$ cat config.mk
export PLATFORM = sky130hd
export DESIGN_NAME = execution_sequencer
export DESIGN_NICKNAME = d
export VERILOG_FILES = /design/src/rtl/execution_sequencer.sv
export SDC_FILE = /design/constraint.sdc
export NUM_CORES = 1
export LEC_CHECK = 0
export CAP_MARGIN = 20
export CORE_MARGIN = 5
export CORE_UTILIZATION = 50
export DETAILED_ROUTE_END_ITERATION = 12
export GPL_TIMING_DRIVEN = 0
export HOLD_SLACK_MARGIN = 0.05
export PLACE_DENSITY = 0.89
export REMOVE_ABC_BUFFERS = 1
export SYNTH_ARGS = -nofsm -noshare
export SYNTH_HDL_FRONTEND = slang
export SYNTH_SLANG_ARGS = --single-unit
$ cat constraint.sdc
create_clock -name clock -period 4.2 [get_ports clock]
set_input_delay 0.84 -clock clock [delete_from_list [all_inputs] [get_ports clock]]
set_output_delay 0.84 -clock clock [all_outputs]
set_load 0.01 [all_outputs]
$ cat src/rtl/execution_sequencer.sv
// rtl/execution_sequencer.sv - fetch/decode/execute sequencer with fetch timeout, halt and fault states
module execution_sequencer #(
  parameter int PC_WIDTH      = 8,
  parameter int FETCH_TIMEOUT = 15
) (
  input  logic                clock,
  input  logic                reset,
  output logic                imem_req,
  output logic [PC_WIDTH-1:0] imem_addr,
  input  logic                imem_ack,
  input  logic [31:0]         imem_data,
  output logic [31:0]         instruction_data,
  input  logic [3:0]          opcode,
  input  logic [7:0]          input_immediate_1,
  output logic                output_enable,
  output logic                output_source_selector,
  output logic [1:0]          alu_opcode,
  output logic [PC_WIDTH-1:0] pc,
  output logic [15:0]         retired,
  output logic                halted,
  output logic                fault
);

  localparam logic [2:0] ST_FETCH   = 3'd0;
  localparam logic [2:0] ST_DECODE  = 3'd1;
  localparam logic [2:0] ST_EXECUTE = 3'd2;
  localparam logic [2:0] ST_HALT    = 3'd3;
  localparam logic [2:0] ST_FAULT   = 3'd4;

  localparam logic [7:0] WAIT_LAST = 8'(FETCH_TIMEOUT - 1);

  logic [2:0]          state_q, state_d;
  logic [PC_WIDTH-1:0] pc_q, pc_d;
  logic [31:0]         instr_q, instr_d;
  logic [7:0]          wait_q, wait_d;
  logic [3:0]          opcode_q, opcode_d;
  logic [PC_WIDTH-1:0] target_q, target_d;
  logic [15:0]         retired_q, retired_d;
  logic                halted_q, halted_d;
  logic                fault_q, fault_d;

  logic is_nop, is_alu, is_mov, is_jmp, is_halt, is_illegal;
  logic in_exec;

  always_comb begin
    is_nop     = (opcode_q == 4'h0);
    is_alu     = (opcode_q >= 4'h1) && (opcode_q <= 4'h4);
    is_mov     = (opcode_q == 4'h5);
    is_jmp     = (opcode_q == 4'h6);
    is_halt    = (opcode_q == 4'hF);
    is_illegal = !(is_nop || is_alu || is_mov || is_jmp || is_halt);
  end

  // Write-side outputs are masked by reset so a reset landing in EXECUTE never produces a write.
  assign in_exec                = (state_q == ST_EXECUTE) && !reset;
  assign output_enable          = in_exec && (is_alu || is_mov);
  assign output_source_selector = in_exec && is_mov;
  assign alu_opcode             = (in_exec && is_alu) ? 2'(opcode_q - 4'h1) : 2'b00;

  assign imem_req         = (state_q == ST_FETCH);
  assign imem_addr        = pc_q;
  assign instruction_data = instr_q;
  assign pc               = pc_q;
  assign retired          = retired_q;
  assign halted           = halted_q;
  assign fault            = fault_q;

  always_comb begin
    state_d   = state_q;
    pc_d      = pc_q;
    instr_d   = instr_q;
    wait_d    = wait_q;
    opcode_d  = opcode_q;
    target_d  = target_q;
    retired_d = retired_q;
    halted_d  = halted_q;
    fault_d   = fault_q;
    case (state_q)
      ST_FETCH: begin
        // An ack on the last allowed wait cycle is checked first, so it beats the timeout.
        if (imem_ack) begin
          instr_d = imem_data;
          wait_d  = 8'd0;
          state_d = ST_DECODE;
        end else if (wait_q == WAIT_LAST) begin
          fault_d = 1'b1;
          state_d = ST_FAULT;
        end else begin
          wait_d = wait_q + 8'd1;
        end
      end
      ST_DECODE: begin
        opcode_d = opcode;
        target_d = PC_WIDTH'(input_immediate_1);
        state_d  = ST_EXECUTE;
      end
      ST_EXECUTE: begin
        if (is_illegal) begin
          fault_d = 1'b1;
          state_d = ST_FAULT;
        end else begin
          retired_d = retired_q + 16'd1;
          if (is_halt) begin
            halted_d = 1'b1;
            state_d  = ST_HALT;
          end else if (is_jmp) begin
            pc_d    = target_q;
            state_d = ST_FETCH;
          end else begin
            pc_d    = pc_q + PC_WIDTH'(1);
            state_d = ST_FETCH;
          end
        end
      end
      ST_HALT:  state_d = ST_HALT;
      ST_FAULT: state_d = ST_FAULT;
      default:  state_d = ST_FAULT;
    endcase
  end

  always_ff @(posedge clock) begin
    if (reset) begin
      state_q   <= ST_FETCH;
      pc_q      <= '0;
      instr_q   <= 32'd0;
      wait_q    <= 8'd0;
      opcode_q  <= 4'd0;
      target_q  <= '0;
      retired_q <= 16'd0;
      halted_q  <= 1'b0;
      fault_q   <= 1'b0;
    end else begin
      state_q   <= state_d;
      pc_q      <= pc_d;
      instr_q   <= instr_d;
      wait_q    <= wait_d;
      opcode_q  <= opcode_d;
      target_q  <= target_d;
      retired_q <= retired_d;
      halted_q  <= halted_d;
      fault_q   <= fault_d;
    end
  end

endmodule

# ---- After elaboration in Yosys (flattened, before gate mapping)
# Cells that the tools add are included.
dict set report totals {
  register_bits 81
  input_bits 47
  out_inout_bits 71
  word_cells 61
}
dict set report classes {
  n_addsub 4
  n_lt_le_gt_ge 2
  n_eq_ne 12
  muxes 13
  n_bitwise 1
  reduce_logical 20
}
# op count
set op_table {}
lappend op_table {{$mux W8} 3}
lappend op_table {{$add A16 B1 Y16 const B} 1}
lappend op_table {{$add A8 B1 Y8 const B} 2}
lappend op_table {{$pmux W3 S4} 1}
lappend op_table {{$mux W3} 3}
lappend op_table {{$eq A4 B3 Y1 const B} 2}
lappend op_table {{$eq A8 B4 Y1 const B} 1}
lappend op_table {{$eq A3 B2 Y1 const B} 2}
lappend op_table {{$ne A2 B2 Y1 const B} 3}
lappend op_table {{$reduce_and A2 Y1} 3}
lappend op_table {{$reduce_and A3 Y1} 2}
lappend op_table {{$logic_and A1 B1 Y1} 5}
lappend op_table {{$logic_or A1 B1 Y1} 5}
lappend op_table {{$eq A4 B4 Y1 const B} 1}
lappend op_table {{$ge A4 B1 Y1 const B} 1}
lappend op_table {{$le A4 B3 Y1 const B} 1}
lappend op_table {{$logic_not A4 Y1} 1}
lappend op_table {{$mux W2} 2}
lappend op_table {{$reduce_and A4 Y1} 1}
lappend op_table {{$eq A3 B1 Y1 const B} 1}
lappend op_table {{$logic_not A3 Y1} 1}
lappend op_table {{$mux W1} 3}
lappend op_table {{$ne A3 B1 Y1 const B} 1}
lappend op_table {{$ne A2 B1 Y1 const B} 1}
lappend op_table {{other kinds (5)} 5}

# ---- Depth between registers and ports, before layout
# Gate-level depths: netlist (run 1).
dict set report logic_depth {
  ltp_word 8
  depth_mapped 8
  ltp_nobuf 6
}

# ---- Least setup slack after synthesis (run 1)
# Ideal clock, no wire load.
dict set report synth_path {
  path_kind {input to output}
  start {in reset}
  end {out output_enable}
  arrival_ns 1.687
  required_ns 3.360
  setup_slack_ns 1.673
  stages 4
  path_buffers 0
  cell_sequence {nor2_1 -> nor4b_1 -> and3_1 -> a21o_1}
}
dict set report synth_via {
  elab_chain_len 3
}
# item line_no
set synth_lines {}
lappend synth_lines {{start: declaration} 7} ;# input logic reset,
lappend synth_lines {{$logic_not A1 Y1} 55} ;# assign in_exec = (state_q == ST_EXECUTE) && !reset;
lappend synth_lines {{$logic_and A1 B1 Y1} 55}
lappend synth_lines {{$logic_and A1 B1 Y1} 56} ;# assign output_enable = in_exec && (is_alu || is_mov);
lappend synth_lines {{end: declaration} 15} ;# output logic output_enable,
# Every way passes these cells.

# ---- Worst setup path in the final report (run 1)
dict set report layout_path {
  start {in reset}
  end {out alu_opcode[0]}
}
dict set report layout_via {
  elab_chain_len 4
}
# item line_no
set layout_lines {}
lappend layout_lines {{$logic_not A1 Y1} 55}
lappend layout_lines {{$logic_and A1 B1 Y1} 55}
lappend layout_lines {{$logic_and A1 B1 Y1} 58} ;# assign alu_opcode = (in_exec && is_alu) ? 2'(opcode_q - 4'h1) : 2'b00;
lappend layout_lines {{$mux W2} 58}
lappend layout_lines {{end: declaration} 17} ;# output logic [1:0] alu_opcode,
# Every way passes these cells.

==> impl_results.md, run 1 <==
- WHS Path Cells: 2
- Initial antenna violation count: 0
- Count leader, synth: dfxtp_1
- Fill cells: 563
- Initial Util: 51.2%
- Number of global-route vias before repair: 3489
- Netlist Area Pre-Place: 3690 µm²
- Worst vdd ir: 195 µV
- Endpoints failing hold: 0
- Hpwl dp: 7010 µm
- Crit start category: input pin
- Die Y: 96.0 µm
- Yosys top cell area share: 43.9%
- CTS tree: done
- First-pass GRT wire length: 15600 µm
- DR pass1 iterations: 5
- Diodes inserted: 0
- HP Start: instruction_data[26]$_SDFFE_PP0P_
- Worst hold path class: flop to flop
- Number of synthesized flops with an enable pin: 0
- Number of gates resized after CTS: 0
- FF-to-FF setup slack: 1930 ps
- Die W: 96.0 µm
- Area contributors post-synth: dfxtp_1 (44%), a21oi_1 (8.4%), nand2_1 (7.7%)
- Worst hold slack: 456 ps
- RR Endpoint: retired[1]$_SDFFE_PP0P_
- Min Tclk post-route: 3670 ps
- Worst Tran Pin Value: 1000 ps
- Via count: 3529
- Non-Filler Instances: 647
- Clk_skew: 10.6 ps
- Worst-skew pair later-pin latency: 350 ps
- Worst Path Arrival: 2830 ps
- Yosys warning total: 0
- Worst path most repeated cell: nor2_1
- Ys async rst share: 0%
- Power Density: 326 nW/µm²
- Max Fclk: 273 MHz
- Worst path max stage delay: 580 ps
- Total GRT Usage: 21.1%
- Leak pwr: 0.00176 µW
- Post-synthesis cell count: 444
- Primary FF master, synth: dfxtp_1
- Slowest CP cell: clkdlybuf4s50_1
- FF/Latch Area: 1620 µm²
- Max-cap violations: 0
- Synth cell count leaders: dfxtp_1 (81), nand2_1 (76), a21oi_1 (62)
- RSZ-0062 raised after global routing: no
- H-tree level count: 3
- Sequential share of the synthesized area: 43.9%
- CP required: 3360 ps
- Share of cells above drive strength 1: 6.75%
- Top cell family by delay on the critical path: buffers and inverters
- Status: completed
- CP Buf/Inv Count: 3
- Top Ports: 118
- Max clock buf depth: 2
- Critical path fanouts, max: 53
- Area Overhead vs Synth: 37.0%
- Placed cells: 630
- Setup bufs post-CTS: 0
- Period utilization: 87.3%
- CP endpoint kind: output pin
- Average footprint of a synthesized cell: 8.32 µm²
- Biggest area consumer among synthesized cells: dfxtp_1
- R2R cell count: 6
- GPL Wtd Cong: 0.835
- Drt wl/cell: 14.8 µm
- TritonCTS Buffers: 9
- Slew Limit Headroom: 33.1%
- Number of DRC markers in iteration 0: 128
- Nets: 599
- Cts hold-fix bufs: 0
- Clk slew on worst S/H paths: 80 ps
- Final setup fails: 0
- DR vias/cell: 5.45
- FF+latch count, synth: 81
- Reg2Reg Launch Point: opcode_q[0]$_SDFFE_PP0N_
- Area occupied by multi-input gates: 1860 µm²
- Clk root buf: clkbuf_8
- Antenna-violating nets left: 0
- Die ar.: 9210 µm²
- Clock Sinks: 81
- I/O Buffers: 117
- Placement row count: 31
- DRT Wirelength: 9570 µm
- Largest net degree at the start of global routing: 54
- # DRC: 0
- Core Area: 7210 µm²
- Crit path kind: input pin to output pin
- Yosys cell types: 51
- End of the worst hold path: instruction_data[26]$_SDFFE_PP0P_
- Worst-path cell chain: buf_2, buf_12, nor2_1, nor4b_1, nand2_1, nor2_1, clkdlybuf4s50_1
- Global route total overflow: 0
- Final count of pins violating max slew: 0
## cell type report
class | count | area share (%)
clock buffers | 9 | 2.45
well taps | 99 | 2.45
inverters | 11 | 0.815
multi-input cells | 319 | 36.6
clock inverters | 7 | 1.58
flip-flops and latches | 81 | 32.0
repair buffers | 121 | 24.0
## worst max path at each step
| stage | slack [ps] | cells after the start | end | start |
|---|---|---|---|---|
| floorplan | 1670 | 4 | output_enable | reset |
| global placement | -1220 | 6 | output_enable | reset |
| detailed placement | 540 | 7 | alu_opcode[0] | reset |
| CTS | 540 | 7 | alu_opcode[0] | reset |
| global route | 370 | 7 | output_enable | reset |
| finish | 530 | 7 | alu_opcode[0] | reset |
## sequential cells by signal (all words and copies together), names as in the netlist
register and cells:
target_q 8, state_q 3, wait_q 8, opcode_q 4, fault 1, halted 1, retired 16, imem_addr 8
instruction_data 32
## tightest hold or removal path, delay by kind of cell (launching register included)
| family | cells | cell delay [ps] |
|---|---|---|
| compound gates | 1 | 50 |
| flops | 1 | 310 |
| simple gates | 1 | 50 |
## kinds of logic (layout without fill, tap and decap cells)
logic type / count (synthesis) / after routing / share of synthesized area, %
mux: 12 / 12 / 3.25
buf+inv: 44 / 148 / 5.96
xor+xnor: 4 / 4 / 0.948
fa+ha+maj: 9 / 9 / 3.05
flops: 81 / 81 / 43.9
simple gates: 183 / 183 / 25.0
compound gates: 111 / 111 / 17.9
## layout by cell type (no fill, tap or decap), types with 6 or more instances in the layout
cell type and instances:
or4_1 10, a21oi_1 62, dfxtp_1 81, inv_1 11, clkbuf_8 9, nand4_1 9
clkdlybuf4s50_1 116, o21ai_0 18, nor2_1 33, ha_1 9, or3_1 6, o31ai_1 11
nand2_1 76, and3_1 7, mux2i_1 12
## routing by layer
layer | part of all wire [%] | GRT usage, % | up-vias
met5 | 0 | 0 | -
met4 | 3.6 | 10.2 | 0
met3 | 4.0 | 4.14 | 29
met2 | 52 | 36.5 | 105
met1 | 41 | 25.0 | 1649
li1 | - | - | 1746
## where the power goes
group | switching, µW | leakage [µW] | internal, µW | total, µW
Sequential | 25.0 | 0.000659 | 801 | 826
Combinational | 119 | 0.00101 | 130 | 249
Clock | 294 | 0.0000896 | 279 | 573
## stage by stage
stage | instance area [µm²] | setup TNS, ps | util, % | total power [µW] | worst slack, ps
floorplan | 3520 | 0 | - | 947 | 1670
global placement | 4810 | -4650 | 66.7 | 1080 | -1220
detailed placement | 4850 | 0 | 67.3 | 1090 | 540
CTS | 5060 | 0 | 70.1 | 1660 | 539
global route | 5060 | 0 | 70.2 | 1730 | 367
finish | 5060 | 0 | 70.2 | 1650 | 533
(Power assumes the default switching activity.)
==> run 2: changes to the inputs <==
Settings changed: REMOVE_ABC_BUFFERS 1 to not set, SETUP_SLACK_MARGIN set to 0.5.
Clock period 4.2 ns to 4.3 ns, I/O delays scaled along.
==> run 2 against run 1 <==
Cell count grew 4.5%. Power is 4.3% lower. Largest power group unchanged. Die area unchanged. Clock skew increased by 0.82 ps. Highest routed layer unchanged. Critical endpoint is now output_enable. Combinational power about the same. Register-to-register slack improved by 80 ps.
==> impl_results.md, run 2 (synthesis results as in run 1) <==
- Setup bufs post-CTS: 0
- Area Overhead vs Synth: 40.2%
- Worst path most repeated cell: clkdlybuf4s50_1
- Worst-skew pair later-pin latency: 370 ps
- RSZ-0062 raised after global routing: no
- Core Area: 7210 µm²
- Crit path kind: input pin to output pin
- Largest net degree at the start of global routing: 17
- Non-Filler Instances: 676
- Drt wl/cell: 14.9 µm
- Crit start category: input pin
- Critical path fanouts, max: 4
- Slowest CP cell: clkdlybuf4s50_1
- Status: completed
- Commonest non-fill, non-tap cells in the layout: clkdlybuf4s50_1 (117), dfxtp_1 (81), nand2_1 (76)
- Initial antenna violation count: 0
- Setup ws final: 589 ps
- Max clock buf depth: 2
- Clk root buf: clkbuf_8
- CTS tree: done
- Die ar.: 9210 µm²
- Antenna-violating nets left: 0
- Clock Sinks: 81
- Max-cap violations: 0
- Worst path max stage delay: 530 ps
- CP required: 3440 ps
- Overall power: 1580 µW
- Die Y: 96.0 µm
- Leak pwr: 0.00185 µW
- Max Fclk: 269 MHz
- Period utilization: 86.3%
- Power Density: 304 nW/µm²
- First-pass GRT wire length: 16400 µm
- Cts hold-fix bufs: 0
- Number of DRC markers in iteration 0: 181
- Slew Limit Headroom: 56.3%
- Nets: 628
- TritonCTS Buffers: 9
- DRT Wirelength: 10100 µm
- Syn nets: 500
- TNS Setup: 0 ps
- GPL Wtd Cong: 0.903
- Worst vdd ir: 200 µV
- Fill cells: 558
- # DRC: 0
- Hpwl dp: 7450 µm
- Min Tclk post-route: 3710 ps
- Via count: 3634
- Worst Tran Pin Value: 650 ps
- Share of cells above drive strength 1: 8.84%
- Worst-path cell chain: clkdlybuf4s50_1, nor2_1, nor4b_2, and3_1, a21o_1, clkdlybuf4s50_1
- Final count of pins violating max slew: 0
- Die W: 96.0 µm
- Placement Setup Slack: 571 ps
- Clk_skew: 11.4 ps
- Endpoints failing hold: 0
- Initial Util: 51.2%
- Placed cells: 660
- Total GRT Usage: 22.4%
- Top Ports: 118
- Most common cell after layout, fill and taps aside: clkdlybuf4s50_1
- Worst hold path class: flop to flop
- Max reg flops: 32
- Global route total overflow: 0
- DR vias/cell: 5.38
- Diodes inserted: 0
- Clk slew on worst S/H paths: 90 ps
- H-tree level count: 3
- CP endpoint kind: output pin
- DR pass1 iterations: 5
- Number of global-route vias before repair: 3505
- Worst Path Arrival: 2850 ps
- Final setup fails: 0
- Placement row count: 31
- I/O Buffers: 117
[run 2: cell type report]
class	instances	area [µm²]	area share, %
inverters	11	41.3	0.797
clock buffers	9	124	2.39
multi-input cells	319	1860	35.9
clock inverters	7	60.1	1.16
flip-flops and latches	81	1620	31.3
well taps	99	124	2.39
repair buffers	117	1170	22.6
plain buffers	33	179	3.45
[run 2: worst paths after layout]
check,startpoint,end,slack [ps],depth (start not counted)
worst min-delay path,instruction_data[9]$_SDFFE_PP0P_,instruction_data[9]$_SDFFE_PP0P_,460,2
worst max-delay path,reset,output_enable,590,6
worst max register to register,opcode_q[0]$_SDFFE_PP0N_,retired[1]$_SDFFE_PP0P_,2010,8
worst min register to register,instruction_data[9]$_SDFFE_PP0P_,instruction_data[9]$_SDFFE_PP0P_,460,2
[run 2: worst max-delay path, delay by kind of cell]
family / cells / cell delay, ps
and+or+nand+nor: 3 / 860
buffers and inverters: 2 / 1030
AOI/OAI and AO/OA: 1 / 90
[run 2: stage by stage]
step / util (%) / hold slack (ps) / area [µm²]
after CTS: 71.7 / 462 / 5170
final: 71.8 / 462 / 5180
after global placement: 69.2 / 442 / 4990
after detailed placement: 69.2 / 449 / 4990
after global routing: 71.8 / 483 / 5180
after floorplan: - / 452 / 3690
[run 2: report_power, final]
| part | switching [µW] | leakage, µW | internal, µW |
|---|---|---|---|
| clock | 302 | 0.0000908 | 218 |
| combinational | 123 | 0.00110 | 130 |
| sequential | 21.5 | 0.000659 | 783 |
[run 2: routing by layer]
layer,wire (µm),global-route usage (%),up-vias
met3,660,4.85,17
met5,0,0,-
met4,140,6.99,0
li1,-,-,1807
met1,4140,27.3,1683
met2,5120,39.3,127
[run 2: what timing repair did]
| item | 4_1_cts | 5_1_grt |
|---|---|---|
| hold endpoints to repair | 0 | 0 |
| gates resized for setup | 0 | 1 |
| setup endpoints to repair | 0 | 4 |
==> variant: new RTL, config.mk and constraints of run 1 <==
Reset style: asynchronous (`reset`), changed in one clocked block.
--- a/src/rtl/execution_sequencer.sv
+++ b/src/rtl/execution_sequencer.sv
@@ -118,7 +118,7 @@
     endcase
   end
 
-  always_ff @(posedge clock) begin
+  always_ff @(posedge clock or posedge reset) begin
     if (reset) begin
       state_q   <= ST_FETCH;
       pc_q      <= '0;
Function: differs if reset is asserted again (counterexample within 4 cycles, from zero or initial values and one cycle with reset high); with reset held inactive, the same outputs for 10 cycles.
==> variant against run 1 <==
Design area is 3.9% higher. Sequential share of layout area is 6.5 points higher. Wire length is 9.3% lower. Setup slack better by 340 ps. First-iteration DRC count stayed put. Sequential cell count stayed put. Die area is 2.7% higher. Critical path depth is 2 lower. Synthesized area is 3.0% higher. Cell count is 16% lower.
Power is not compared: it rests on default switching activity, and its combinational part moved more than twofold at a synthesized area within 25%.
==> variant: results (changes against run 1) <==
- Status: finished, final reports clean
- Post-place setup slack: 903 ps (+362 ps)
- Worst-path fanout max: 3 (-94%)
- CP max-delay cell: clkdlybuf4s50_1
- Ys async rst share: 100% (+100 points)
- CTS clk-pin slew, worst paths: 80 ps (about the same)
- Post-Synth XOR/XNOR Area: 4.14% (+3.2 points)
- Hold Path End: halted
- Leakage: 2.20 nW
- DPL Wire Length: 6320 microns (-9.8%)
- Worst Hold Launch: halted
- Num CTS Buffers: 9 (unchanged)
- Avg Vias per Cell: 5.36 (-1.7%)
- Yosys cell types: 44 (-14%)
- Avg WL per Cell: 16.0 microns (+8.1%)
- Yosys warns: 0 (unchanged)
- Port Buf Inserts: 117 (unchanged)
- Final Non-Filler Cells: 543 (-16%)
- Seq/Total Area, Yosys: 53.2% (+9.3 points)
- Clock skew: 8.84 ps (-1.71 ps)
- Hold Slack: 469 ps (+13.0 ps)
- R2R cell count: 3 (-3)
- Number of antenna diodes: 0 (unchanged)
- Fmax: 301 MHz (+10%)
- GPL Wtd Cong: 0.821 (-1.7%)
- First-pass GRT wire length: 14600 microns (-6.5%)
- Slew @ Worst Pin: 983 ps (-18.0 ps)
- Hold depth: 1 (-1)
- Initial antenna violation count: 0 (unchanged)
- Post-synthesis adder-cell area fraction: 2.96% (-0.090 points)
- Reg-to-reg slack, setup: 1820 ps (-110 ps)
- Tot GR Track Use: 18.7% (-2.4 points)
- H-tree depth: 3 (unchanged)
- Number of global-route vias before repair: 2967 (-15%)
- Drt initial violations: 128 (unchanged)
- Final #Nets: 495 (-17%)
- Hold WC Path Type: reg -> reg
- First-pass DRT Iterations: 4 (-1)
- Maximum vdd drop: 0.374 mV
- Mux contribution to synthesized area: 13.2% (+10 points)
- Share of cells above drive strength 1: 15.8% (+9.0 points)
- Post-synthesis compound-gate area fraction: 8.25% (-9.7 points)
- Filler cells: 497 (-12%)
- Worst R2R Start: state_q[0]
- Placed insts: 527 (-16%)
- Pin count of the biggest net entering global routing: 58 (+7.4%)
- Largest stage delay on the critical path: 550 ps (-30 ps)
- Clock buffer depth: 2 (unchanged)
- Max FFs per register: 32 (unchanged)
- Root Driver: clkbuf_8
- Worst r2r dst: instruction_data[22]
- Synthesized area per cell: 11.6 sq um (+40%)
- Synth area leaders: dfrtp_1 53%, mux2_2 12%, xnor2_1 4.1%, ha_1 3.0%, nand3_1 2.4%
- Post_cts resized: 0 (unchanged)
- Commonest cells post-synth: 81 x dfrtp_1, 42 x mux2_2, 23 x nand2_1
- Post-CTS Setup Bufs: 0 (unchanged)
- Later-pin clock latency in the skew report: 340 ps
## variant: layer usage
layer	vias to the layer above	part of all wire [%]	global-route usage, %
li1	1382	-	-
met1	1451	42	22.7
met2	72	52	33.1
met3	5	5.3	4.67
met4	0	0.66	5.11
met5	-	0	0
## variant: kinds of logic (layout without fill, tap and decap cells)
group / Yosys count / count (layout)
AO/OA/AOI/OAI: 46 / 46
XOR/XNOR: 18 / 18
adder cells (fa/ha/maj): 9 / 9
buffers and inverters: 29 / 146
flip-flops: 81 / 81
multiplexers: 45 / 45
AND/OR/NAND/NOR: 99 / 99
## variant: cell type report
type | count | area [sq um] | area share (%)
Tap cell | 99 | 124 | 2.36
Sequential cell | 81 | 2030 | 38.5
Clock inverter | 6 | 91.3 | 1.74
Multi-Input combinational cell | 217 | 1620 | 30.8
Timing Repair Buffer | 120 | 1220 | 23.2
Clock buffer | 10 | 138 | 2.62
Inverter | 10 | 40.0 | 0.761
## variant: how the worst max path moves through the flow
stage / end / cells past startpoint
finish: output_enable / 5
global route: output_enable / 5
CTS: output_enable / 5
detailed placement: output_enable / 5
global placement: retired[7] / 2
floorplan: fault / 1
## variant: power by group
group | internal, W | switching (W) | leakage, nW | total, W
Clock | 0.000353 | 0.000290 | 0.116 | 0.000644
Combinational | 0.000826 | 0.000636 | 1.06 | 0.00146
Sequential | 0.00107 | 0.000248 | 1.02 | 0.00132
## variant: metrics by stage
stage	cell area (sq um)	utilization [%]
4_1_cts	5260	71.7
6_report	5260	71.7
3_5_place_dp	5030	68.6
3_3_place_gp	4980	67.9
2_1_floorplan	3680	-
5_1_grt	5260	71.7
## variant: worst max-delay path: cells and delay by family
kind	cells	cell delay [ps]
buffers and inverters	2	1010
and+or+nand+nor	2	540
AOI/OAI and AO/OA	1	90
